==> config.mk <==
export PLATFORM = sky130hd
export DESIGN_NAME = can_bit_destuffer_flat
export DESIGN_NICKNAME = d
export VERILOG_FILES = /design/src/rtl/can_bit_destuffer_if.sv /design/src/rtl/can_bit_destuffer.sv /design/src/flat_wrapper.sv
export SDC_FILE = /design/constraint.sdc
export NUM_CORES = 1
export LEC_CHECK = 0
export CORE_MARGIN = 4
export CORE_UTILIZATION = 40
export DETAILED_ROUTE_END_ITERATION = 7
export PLACE_DENSITY = 0.72
export SYNTH_ARGS = -nofsm -noshare
export SYNTH_HDL_FRONTEND = slang
export SYNTH_SLANG_ARGS = --single-unit
==> constraint.sdc <==
create_clock -name SP -period 1.6 [get_ports SP]
set_input_delay 0.48 -clock SP [delete_from_list [all_inputs] [get_ports SP]]
set_output_delay 0.48 -clock SP [all_outputs]
set_load 0.01 [all_outputs]
==> src/rtl/can_bit_destuffer_if.sv <==
// Bit-level bus between the sample-point stage, the destuffer and the frame decoder.
interface can_bit_destuffer_if #(
    parameter int unsigned CNT_W = 3
);
    logic             RX;
    logic             F_STF;
    logic             F_FIX;
    logic             CLR;
    logic             BIT_OUT;
    logic             BIT_VLD;
    logic             STF_BIT;
    logic             STF_ERR;
    logic [CNT_W-1:0] STF_CNT;

    modport master (
        output RX, F_STF, F_FIX, CLR,
        input  BIT_OUT, BIT_VLD, STF_BIT, STF_ERR, STF_CNT
    );

    modport slave (
        input  RX, F_STF, F_FIX, CLR,
        output BIT_OUT, BIT_VLD, STF_BIT, STF_ERR, STF_CNT
    );
endinterface

==> src/rtl/can_bit_destuffer.sv <==
// CAN receive-path stuff-bit remover and checker for dynamic (classic/FD) and fixed (FD CRC) stuffing.
// Outputs after a sample-point edge describe the RX bit sampled at that edge.
module can_bit_destuffer #(
    parameter int unsigned STUFF_LEN = 5,
    parameter int unsigned FIXED_LEN = 4,
    parameter int unsigned CNT_W     = 3
) (
    input  logic                SP,
    input  logic                reset,
    can_bit_destuffer_if.slave  bus
);
    localparam int unsigned RUN_W  = $clog2(STUFF_LEN + 1);
    localparam int unsigned FPOS_W = $clog2(FIXED_LEN + 1);

    logic              last_q,    last_d;
    logic [RUN_W-1:0]  run_q,     run_d;
    logic [FPOS_W-1:0] fpos_q,    fpos_d;
    logic              fix_q,     fix_d;
    logic              bit_out_q, bit_out_d;
    logic              bit_vld_q, bit_vld_d;
    logic              stf_bit_q, stf_bit_d;
    logic              stf_err_q, stf_err_d;
    logic [CNT_W-1:0]  stf_cnt_q, stf_cnt_d;
    logic              err_set;
    logic [FPOS_W-1:0] fpos_eff;

    // Next-state and output decode for the three stuffing modes.
    always_comb begin
        last_d    = bus.RX;
        bit_out_d = bus.RX;
        fix_d     = bus.F_FIX;
        bit_vld_d = 1'b1;
        stf_bit_d = 1'b0;
        run_d     = run_q;
        fpos_d    = fpos_q;
        stf_cnt_d = stf_cnt_q;
        err_set   = 1'b0;
        fpos_eff  = fix_q ? fpos_q : FPOS_W'(0);

        if (bus.F_FIX) begin
            run_d = RUN_W'(0);
            if (fpos_eff == FPOS_W'(0)) begin
                if (bus.RX != last_q) begin
                    stf_bit_d = 1'b1;
                    bit_vld_d = 1'b0;
                end else begin
                    err_set = 1'b1;
                end
                fpos_d = FPOS_W'(1);
            end else begin
                fpos_d = (fpos_eff == FPOS_W'(FIXED_LEN)) ? FPOS_W'(0) : fpos_eff + FPOS_W'(1);
            end
        end else if (bus.F_STF) begin
            if (run_q == RUN_W'(STUFF_LEN)) begin
                if (bus.RX != last_q) begin
                    stf_bit_d = 1'b1;
                    bit_vld_d = 1'b0;
                    stf_cnt_d = stf_cnt_q + CNT_W'(1);
                end else begin
                    err_set = 1'b1;
                end
                run_d = RUN_W'(1);
            end else begin
                run_d = (run_q != RUN_W'(0) && bus.RX == last_q) ? run_q + RUN_W'(1) : RUN_W'(1);
            end
        end else begin
            run_d  = RUN_W'(0);
            fpos_d = FPOS_W'(0);
        end

        // A violation on this edge wins over a simultaneous clear.
        if (err_set) begin
            stf_err_d = 1'b1;
        end else if (bus.CLR) begin
            stf_err_d = 1'b0;
        end else begin
            stf_err_d = stf_err_q;
        end
    end

    always_ff @(posedge SP) begin
        if (!reset) begin
            last_q    <= 1'b1;
            run_q     <= RUN_W'(0);
            fpos_q    <= FPOS_W'(0);
            fix_q     <= 1'b0;
            bit_out_q <= 1'b1;
            bit_vld_q <= 1'b0;
            stf_bit_q <= 1'b0;
            stf_err_q <= 1'b0;
            stf_cnt_q <= CNT_W'(0);
        end else begin
            last_q    <= last_d;
            run_q     <= run_d;
            fpos_q    <= fpos_d;
            fix_q     <= fix_d;
            bit_out_q <= bit_out_d;
            bit_vld_q <= bit_vld_d;
            stf_bit_q <= stf_bit_d;
            stf_err_q <= stf_err_d;
            stf_cnt_q <= stf_cnt_d;
        end
    end

    assign bus.BIT_OUT = bit_out_q;
    assign bus.BIT_VLD = bit_vld_q;
    assign bus.STF_BIT = stf_bit_q;
    assign bus.STF_ERR = stf_err_q;
    assign bus.STF_CNT = stf_cnt_q;
endmodule
==> src/flat_wrapper.sv <==
// flat-port wrapper written by rule: the top's interface ports become plain ports
module can_bit_destuffer_flat 
#(
    parameter int unsigned STUFF_LEN = 5,
    parameter int unsigned FIXED_LEN = 4,
    parameter int unsigned CNT_W     = 3
)
  (SP, reset, bus_RX, bus_F_STF, bus_F_FIX, bus_CLR, bus_BIT_OUT, bus_BIT_VLD, bus_STF_BIT, bus_STF_ERR, bus_STF_CNT);
  can_bit_destuffer_if #(.CNT_W(CNT_W)) bus_i ();
  input  logic SP;
  input  logic reset;
  input wire logic [$bits(bus_i.RX)-1:0] bus_RX;
  input wire logic [$bits(bus_i.F_STF)-1:0] bus_F_STF;
  input wire logic [$bits(bus_i.F_FIX)-1:0] bus_F_FIX;
  input wire logic [$bits(bus_i.CLR)-1:0] bus_CLR;
  output wire logic [$bits(bus_i.BIT_OUT)-1:0] bus_BIT_OUT;
  output wire logic [$bits(bus_i.BIT_VLD)-1:0] bus_BIT_VLD;
  output wire logic [$bits(bus_i.STF_BIT)-1:0] bus_STF_BIT;
  output wire logic [$bits(bus_i.STF_ERR)-1:0] bus_STF_ERR;
  output wire logic [$bits(bus_i.STF_CNT)-1:0] bus_STF_CNT;
  assign bus_i.RX = bus_RX;
  assign bus_i.F_STF = bus_F_STF;
  assign bus_i.F_FIX = bus_F_FIX;
  assign bus_i.CLR = bus_CLR;
  assign bus_BIT_OUT = bus_i.BIT_OUT;
  assign bus_BIT_VLD = bus_i.BIT_VLD;
  assign bus_STF_BIT = bus_i.STF_BIT;
  assign bus_STF_ERR = bus_i.STF_ERR;
  assign bus_STF_CNT = bus_i.STF_CNT;
  can_bit_destuffer #(.STUFF_LEN(STUFF_LEN), .FIXED_LEN(FIXED_LEN), .CNT_W(CNT_W)) u_core (.SP(SP), .reset(reset), .bus(bus_i));
endmodule
# Word level (Yosys, flattened, before mapping)
# Cells that the tools add are included.
# word_totals
register_bits	14
inputBits	6
output_inout_bits	7
word_cells	51
# op_classes
add_sub_neg	3
n_eq_ne	5
mux	23
n_bitwise	4
n_reduce_logical	7
# ops
operator	n
$mux 1	18
$mux 3	5
$add 3x1->3 const B	3
$eq 3x3->1 const B	2
$reduce_or 5->1	1
$not 1->1	4
$reduce_and 4->1	1
$logic_not 3->1	1
$reduce_bool 3->1	1
$reduce_or 3->1	1
$ne 2x1->1 const B	1
$reduce_bool 2->1	1
$eq 1x1->1	1
$logic_and 1x1->1	1
$ne 1x1->1	1

# Longest topological paths before layout
# Gate-level depths: netlist (run 1).
# logic_depth
ltp_word	6
ltp_mapped	5
ltp_nobuf	5

# Worst setup path before layout (run 1)
# Ideal clock, no wire load.
# synth_timing
path_type	in2reg
startpoint	input port bus_RX
endpoint	register u_core.stf_cnt_q[0] (netlist: u_core.bus.STF_CNT[0])
setup_ns	0.070
t_arrival_ns	1.124
required_time_ns	1.530
slack_ns	0.406
cell_stages	3
path_buffers	0
path_cell_list	xnor2_1 > or3_1 > a21oi_1
# synth_via
elab_chain_cells	2
# synth_rtl
item	line_no	rtl
from (decl)	flat_wrapper.sv:12	input wire logic [$bits(bus_i.RX)-1:0] bus_RX;
$ne 1x1->1	can_bit_destuffer.sv:55	if (bus.RX != last_q) begin
$reduce_and 4->1 (no line)	--	
to (signal assigned)	can_bit_destuffer.sv:101	stf_cnt_q <= stf_cnt_d;
to (decl)	can_bit_destuffer.sv:23	logic [CNT_W-1:0] stf_cnt_q, stf_cnt_d;
# No other way between the ends.
# A chain may end at the register's enable or synchronous reset.

==> run summary, run 1 <==
Final Non-Filler Cells = 104
worst path bufs/invs = 1
largest net degree at the start of global routing = 9
worst hold path class = reg2reg
syn_area_per_cell = 9.65 µm²
outcome = complete, no violations
Worst Path Required = 1.12 ns
via density per instance = 5.40
Worst setup SP type = register
Ports = 13
CTS Sinks = 14
Clk pin slew, worst setup/hold paths = 0.09 ns
initial antenna violation count = 0
Initial Utilization = 0.423
RSZ-0062 raised after global routing = no
first-pass GRT wire length = 2280 µm
VDD IR-drop max = 475 µV
GR Overflow Total = 0
cell count after synthesis = 66
drc violations = 0
Total GRT Usage = 0.144
type of the worst setup path = reg2out
Placed Area = 825 µm²
YS warnings = 0
CP arrival = 0.98 ns
final setup violation count = 0
Tcrit/Tclk final = 0.915
post-CTS setup buffers = 0
H-tree level count = 1
share of the synthesized area in the top cell type = 0.440
leakage = 0.393 nW
Post-Syn Nets = 76
Cell variety after synth = 28
worst rel slew slack = 0.775
Post-Place Cells = 100
n_diodes = 0
Slew Viols, Final = 0
Critical Path Max Stage Delay = 0.41 ns
CTS tree = done
Root Driver = clkbuf_4
Synth area leader = dfxtp_1
Total Wirelength = 1400 µm
Slowest-stage cell, CP = dfxtp_1
Fmax = 0.683 GHz
chip height = 47.9 µm
DP Wirelength = 1020 µm
Final Hold Vio Count = 0
clock buffer depth = 2
initial DRC count = 9
Hold Slack = 0.475 ns
DRT Pass-1 Iters = 7
Pwr per Cell Area = 825 nW/µm²
post-route minimum period = 1.46 ns
crit end category = primary output
# Max-Cap Violations = 0
Die Width = 47.9 µm
Syn-to-layout area delta = 35.0%
crit path cell chain = dlygate4sd2_1
Synth Register Bits = 14
Worst Clk Skew = 0.000472 ns
routed length per instance = 13.5 µm
antenna-violating nets left = 0
core area = 1510 µm²
final setup TNS = 0 ns
Largest delay share family, worst path = flip-flops
Die Area = 2290 µm²
IO buf count = 12
nets = 99
RD Place Congestion = 0.824
final instance area = 860 µm²
clock insertion delay at the later pin of the skew report = 0.28 ns
Num CTS Buffers = 3
post-synthesis sequential area ratio = 0.440
top cells by area, synth = dfxtp_1 44%, ha_1 7.9%, nor3b_1 4.7%
Mapped Area = 637 µm²
layout cell share with drive strength beyond 1 = 0.136
number of global-route vias before repair = 516
Filler cells = 146
Vias = 562
Worst Max-Slew Pin Slew = 0.337 ns
CP Max Fanout = 3
row cnt = 14
-- cell usage after synthesis --
library cell / n
o21ai_0: 5
a211oi_1: 2
nor2b_1: 2
o21a_1: 2
and3_1: 1
a22o_1: 1
dfxtp_1: 14
nor3_1: 1
mux2i_1: 2
nor2_1: 2
or3_1: 1
ha_1: 4
and4b_1: 1
clkbuf_2: 1
and2_1: 1
o31ai_1: 1
nand3_1: 3
a21o_1: 2
inv_1: 3
nand2b_1: 2
nor3b_1: 4
nand4b_1: 1
xnor2_1: 2
nand3b_1: 1
nand2_1: 1
a21oi_1: 4
xor2_1: 1
a31oi_1: 1
-- registers in the layout, indices dropped and copies added (netlist names) --
register,flops
u_core.bus.STF_CNT,3
u_core.fpos_q,3
u_core.run_q,3
u_core.bus.BIT_VLD,1
u_core.bus.STF_BIT,1
u_core.bus.STF_ERR,1
u_core.fix_q,1
u_core.last_q,1
-- layout by cell type (no fill, tap or decap), types with 2 or more instances in the layout --
cell / n
a211oi_1: 2
a21o_1: 2
a21oi_1: 4
buf_4: 7
clkbuf_4: 3
clkdlybuf4s50_1: 5
dfxtp_1: 14
dlygate4sd2_1: 7
ha_1: 4
inv_1: 3
mux2i_1: 2
nand2b_1: 2
nand3_1: 3
nor2_1: 2
nor2b_1: 2
nor3b_1: 4
o21a_1: 2
o21ai_0: 5
-- power by group --
group | internal [mW] | switching [mW]
registers | 0.359 | 0.00887
clock network | 0.138 | 0.118
logic | 0.0458 | 0.0385
-- routing by layer --
layer,vias to the layer above,GRT usage,share of wire
li1,280,-,-
met1,255,0.178,0.41
met2,25,0.240,0.52
met3,2,0.0263,0.068
met4,0,0.0645,0.0064
met5,-,0,0
-- path summary, 6_finish.rpt --
check | startpoint | endpoint | slack [ns] | cells past startpoint
max | u_core.last_q | bus_BIT_OUT | 0.14 | 1
min | u_core.bus.STF_CNT[2] | u_core.bus.STF_CNT[2] | 0.48 | 2
max reg2reg | u_core.run_q[0] | u_core.bus.STF_CNT[0] | 0.27 | 5
min reg2reg | u_core.bus.STF_CNT[2] | u_core.bus.STF_CNT[2] | 0.48 | 2
-- per-stage QoR --
stage	power, mW	util	setup slack, ns
floorplan	0.412	-	0.406
global placement	0.460	0.547	-0.132
detailed placement	0.460	0.547	-0.152
CTS	0.711	0.566	0.118
global route	0.740	0.571	0.0654
finish	0.709	0.571	0.136
-- final cells by class --
cell class | count | area [µm²] | area share
inverters | 3 | 11.3 | 0.0131
repair buffers | 19 | 164 | 0.191
multi-input cells | 48 | 348 | 0.405
well taps | 16 | 20.0 | 0.0233
clock buffers | 4 | 36.3 | 0.0422
flip-flops and latches | 14 | 280 | 0.326
-- what timing repair did --
item / in CTS / in global routing
endpoints found under the setup margin: 7 / 3
hold buffers: 0 / 0
resized for setup: 7 / 1
-- kinds of logic (layout without fill, tap and decap cells) --
group	count (synthesis)	count (layout)	synth area share
adders and majority gates	4	4	0.0786
muxes	2	2	0.0314
AOI/OAI and AO/OA	18	18	0.177
and+or+nand+nor	21	21	0.206
xor gates and xnor gates	3	3	0.0413
buffers and inverters	4	26	0.0255
DFF	14	14	0.440
(Power assumes the default switching activity.)
==> run 2: changes to the inputs <==
--- a/config.mk
+++ b/config.mk
@@ -5,8 +5,10 @@
 export SDC_FILE = /design/constraint.sdc
 export NUM_CORES = 1
 export LEC_CHECK = 0
+export ABC_CLOCK_PERIOD_IN_PS = 1600
 export CORE_MARGIN = 4
 export CORE_UTILIZATION = 40
+export CTS_CLUSTER_SIZE = 24
 export DETAILED_ROUTE_END_ITERATION = 7
 export PLACE_DENSITY = 0.72
 export SYNTH_ARGS = -nofsm -noshare
==> results of run 2 <==
Final layout, timing and power as in run 1 (identical DEF).
==> run 3: changes to the inputs <==
--- a/config.mk
+++ b/config.mk
@@ -10,7 +10,10 @@
 export CORE_UTILIZATION = 40
 export CTS_CLUSTER_SIZE = 24
 export DETAILED_ROUTE_END_ITERATION = 7
+export HOLD_SLACK_MARGIN = 0.03
 export PLACE_DENSITY = 0.72
+export RECOVER_POWER = 50
+export SKIP_CTS_REPAIR_TIMING = 1
 export SYNTH_ARGS = -nofsm -noshare
 export SYNTH_HDL_FRONTEND = slang
 export SYNTH_SLANG_ARGS = --single-unit
==> run 3 against run 2 <==
Against the previous run: non-clock buffer count is the same; flip-flop and latch count is the same; combinational power is essentially flat; largest cell class unchanged; core utilization grew 0.42 points.
==> run summary, run 3 (same netlist as run 1, synthesis figures left out) <==
row cnt = 14
Initial Utilization = 0.423
Tcrit/Tclk final = 0.924
CP arrival = 1.66 ns
layout cell share with drive strength beyond 1 = 0.136
crit end category = register
post-route minimum period = 1.48 ns
worst hold path class = reg2reg
leakage = 0.362 nW
final setup TNS = 0 ns
initial antenna violation count = 0
final instance area = 866 µm²
FF/Latch Area = 282 µm²
Total Wirelength = 1400 µm
antenna-violating nets left = 0
CTS tree = done
RD Place Congestion = 0.824
Worst Clk Skew = 0.000704 ns
nets = 99
Slew Viols, Final = 0
reg2reg setup slack = 0.27 ns
chip height = 47.9 µm
outcome = complete, no violations
routed length per instance = 13.4 µm
initial DRC count = 9
Root Driver = clkbuf_4
first-pass GRT wire length = 2260 µm
commonest cells after routing, fill and taps aside = 13 x dfxtp_1, 7 x clkdlybuf4s25_1, 6 x buf_4
IO buf count = 12
VDD IR-drop max = 475 µV
# Max-Cap Violations = 0
DP Wirelength = 1020 µm
Ports = 13
Filler cells = 147
GR Overflow Total = 0
Die Width = 47.9 µm
Core Util, Final = 0.575
Pwr per Cell Area = 821 nW/µm²
drc violations = 0
Setup WS post-layout = 0.121 ns
clock buffer depth = 2
pre-CTS setup slack = -0.152 ns
Worst Max-Slew Pin Slew = 0.315 ns
final setup violation count = 0
type of the worst setup path = in2reg
core area = 1510 µm²
DRT Pass-1 Iters = 4
largest net degree at the start of global routing = 9
Vias = 571
Fmax = 0.676 GHz
RSZ-0062 raised after global routing = no
Worst setup SP type = input port
CTS Sinks = 14
via density per instance = 5.49
CP Max Fanout = 6
multi-input combinational cell area = 348 µm²
Worst Path Required = 1.78 ns
most common cell after layout, fill and taps aside = dfxtp_1
Final Hold Vio Count = 0
n_diodes = 0
Design Power = 0.711 mW
clock insertion delay at the later pin of the skew report = 0.28 ns
Syn-to-layout area delta = 36.0%
Clk pin slew, worst setup/hold paths = 0.09 ns
Die Area = 2290 µm²
H-tree level count = 1
Placed Area = 825 µm²
worst rel slew slack = 0.789
number of global-route vias before repair = 514
Total GRT Usage = 0.143
Num CTS Buffers = 3
## run 3: cell count changes in the layout (fill, tap and decap cells not counted)
| cell | delta |
|---|---|
| clkbuf_1 | +1 |
| clkdlybuf4s50_1 | -1 |
| dlygate4sd3_1 | +1 |
| dfxtp_2 | +1 |
| buf_4 | -1 |
| dlygate4sd2_1 | -7 |
| clkdlybuf4s25_1 | +7 |
| dfxtp_1 | -1 |
## run 3: worst paths after layout
check                        startpoint                    end  depth (start not counted)
hold / removal    u_core.bus.STF_CNT[2]  u_core.bus.STF_CNT[2]                          2
setup / recovery                  reset       u_core.fpos_q[0]                          4
hold reg to reg   u_core.bus.STF_CNT[2]  u_core.bus.STF_CNT[2]                          2
setup reg to reg        u_core.run_q[0]  u_core.bus.STF_CNT[0]                          5
## run 3: cell type report
class                      instances  share of cell area
multi-input combinational         48               0.402
sequential                        14               0.325
timing repair buffer              19               0.195
clock buffer                       4              0.0419
tap                               16              0.0231
inverter                           3              0.0130
## run 3: metal layers
metal | vias up | global-route usage | share of wire
met5 | - | 0 | 0
met4 | 0 | 0.0645 | 0.016
met3 | 4 | 0.0263 | 0.060
met2 | 23 | 0.240 | 0.50
met1 | 262 | 0.176 | 0.42
li1 | 282 | - | -
## run 3: power by group
| group | internal (mW) | switching [mW] |
|---|---|---|
| sequential | 0.359 | 0.00922 |
| combinational | 0.0465 | 0.0382 |
| clock | 0.138 | 0.119 |
| total | 0.544 | 0.166 |
## run 3: worst max-delay path: stages
cell and delay, ns:
dlygate4sd3_1 0.60, clkbuf_1 0.19, and2_1 0.21, a22o_1 0.18
## run 3: per-stage QoR
stage	hold WS, ns	cells
after floorplan	0.460	66
after detailed placement	0.469	100
after CTS	0.483	104
after global routing	0.508	104
after global placement	0.455	100
final	0.478	104
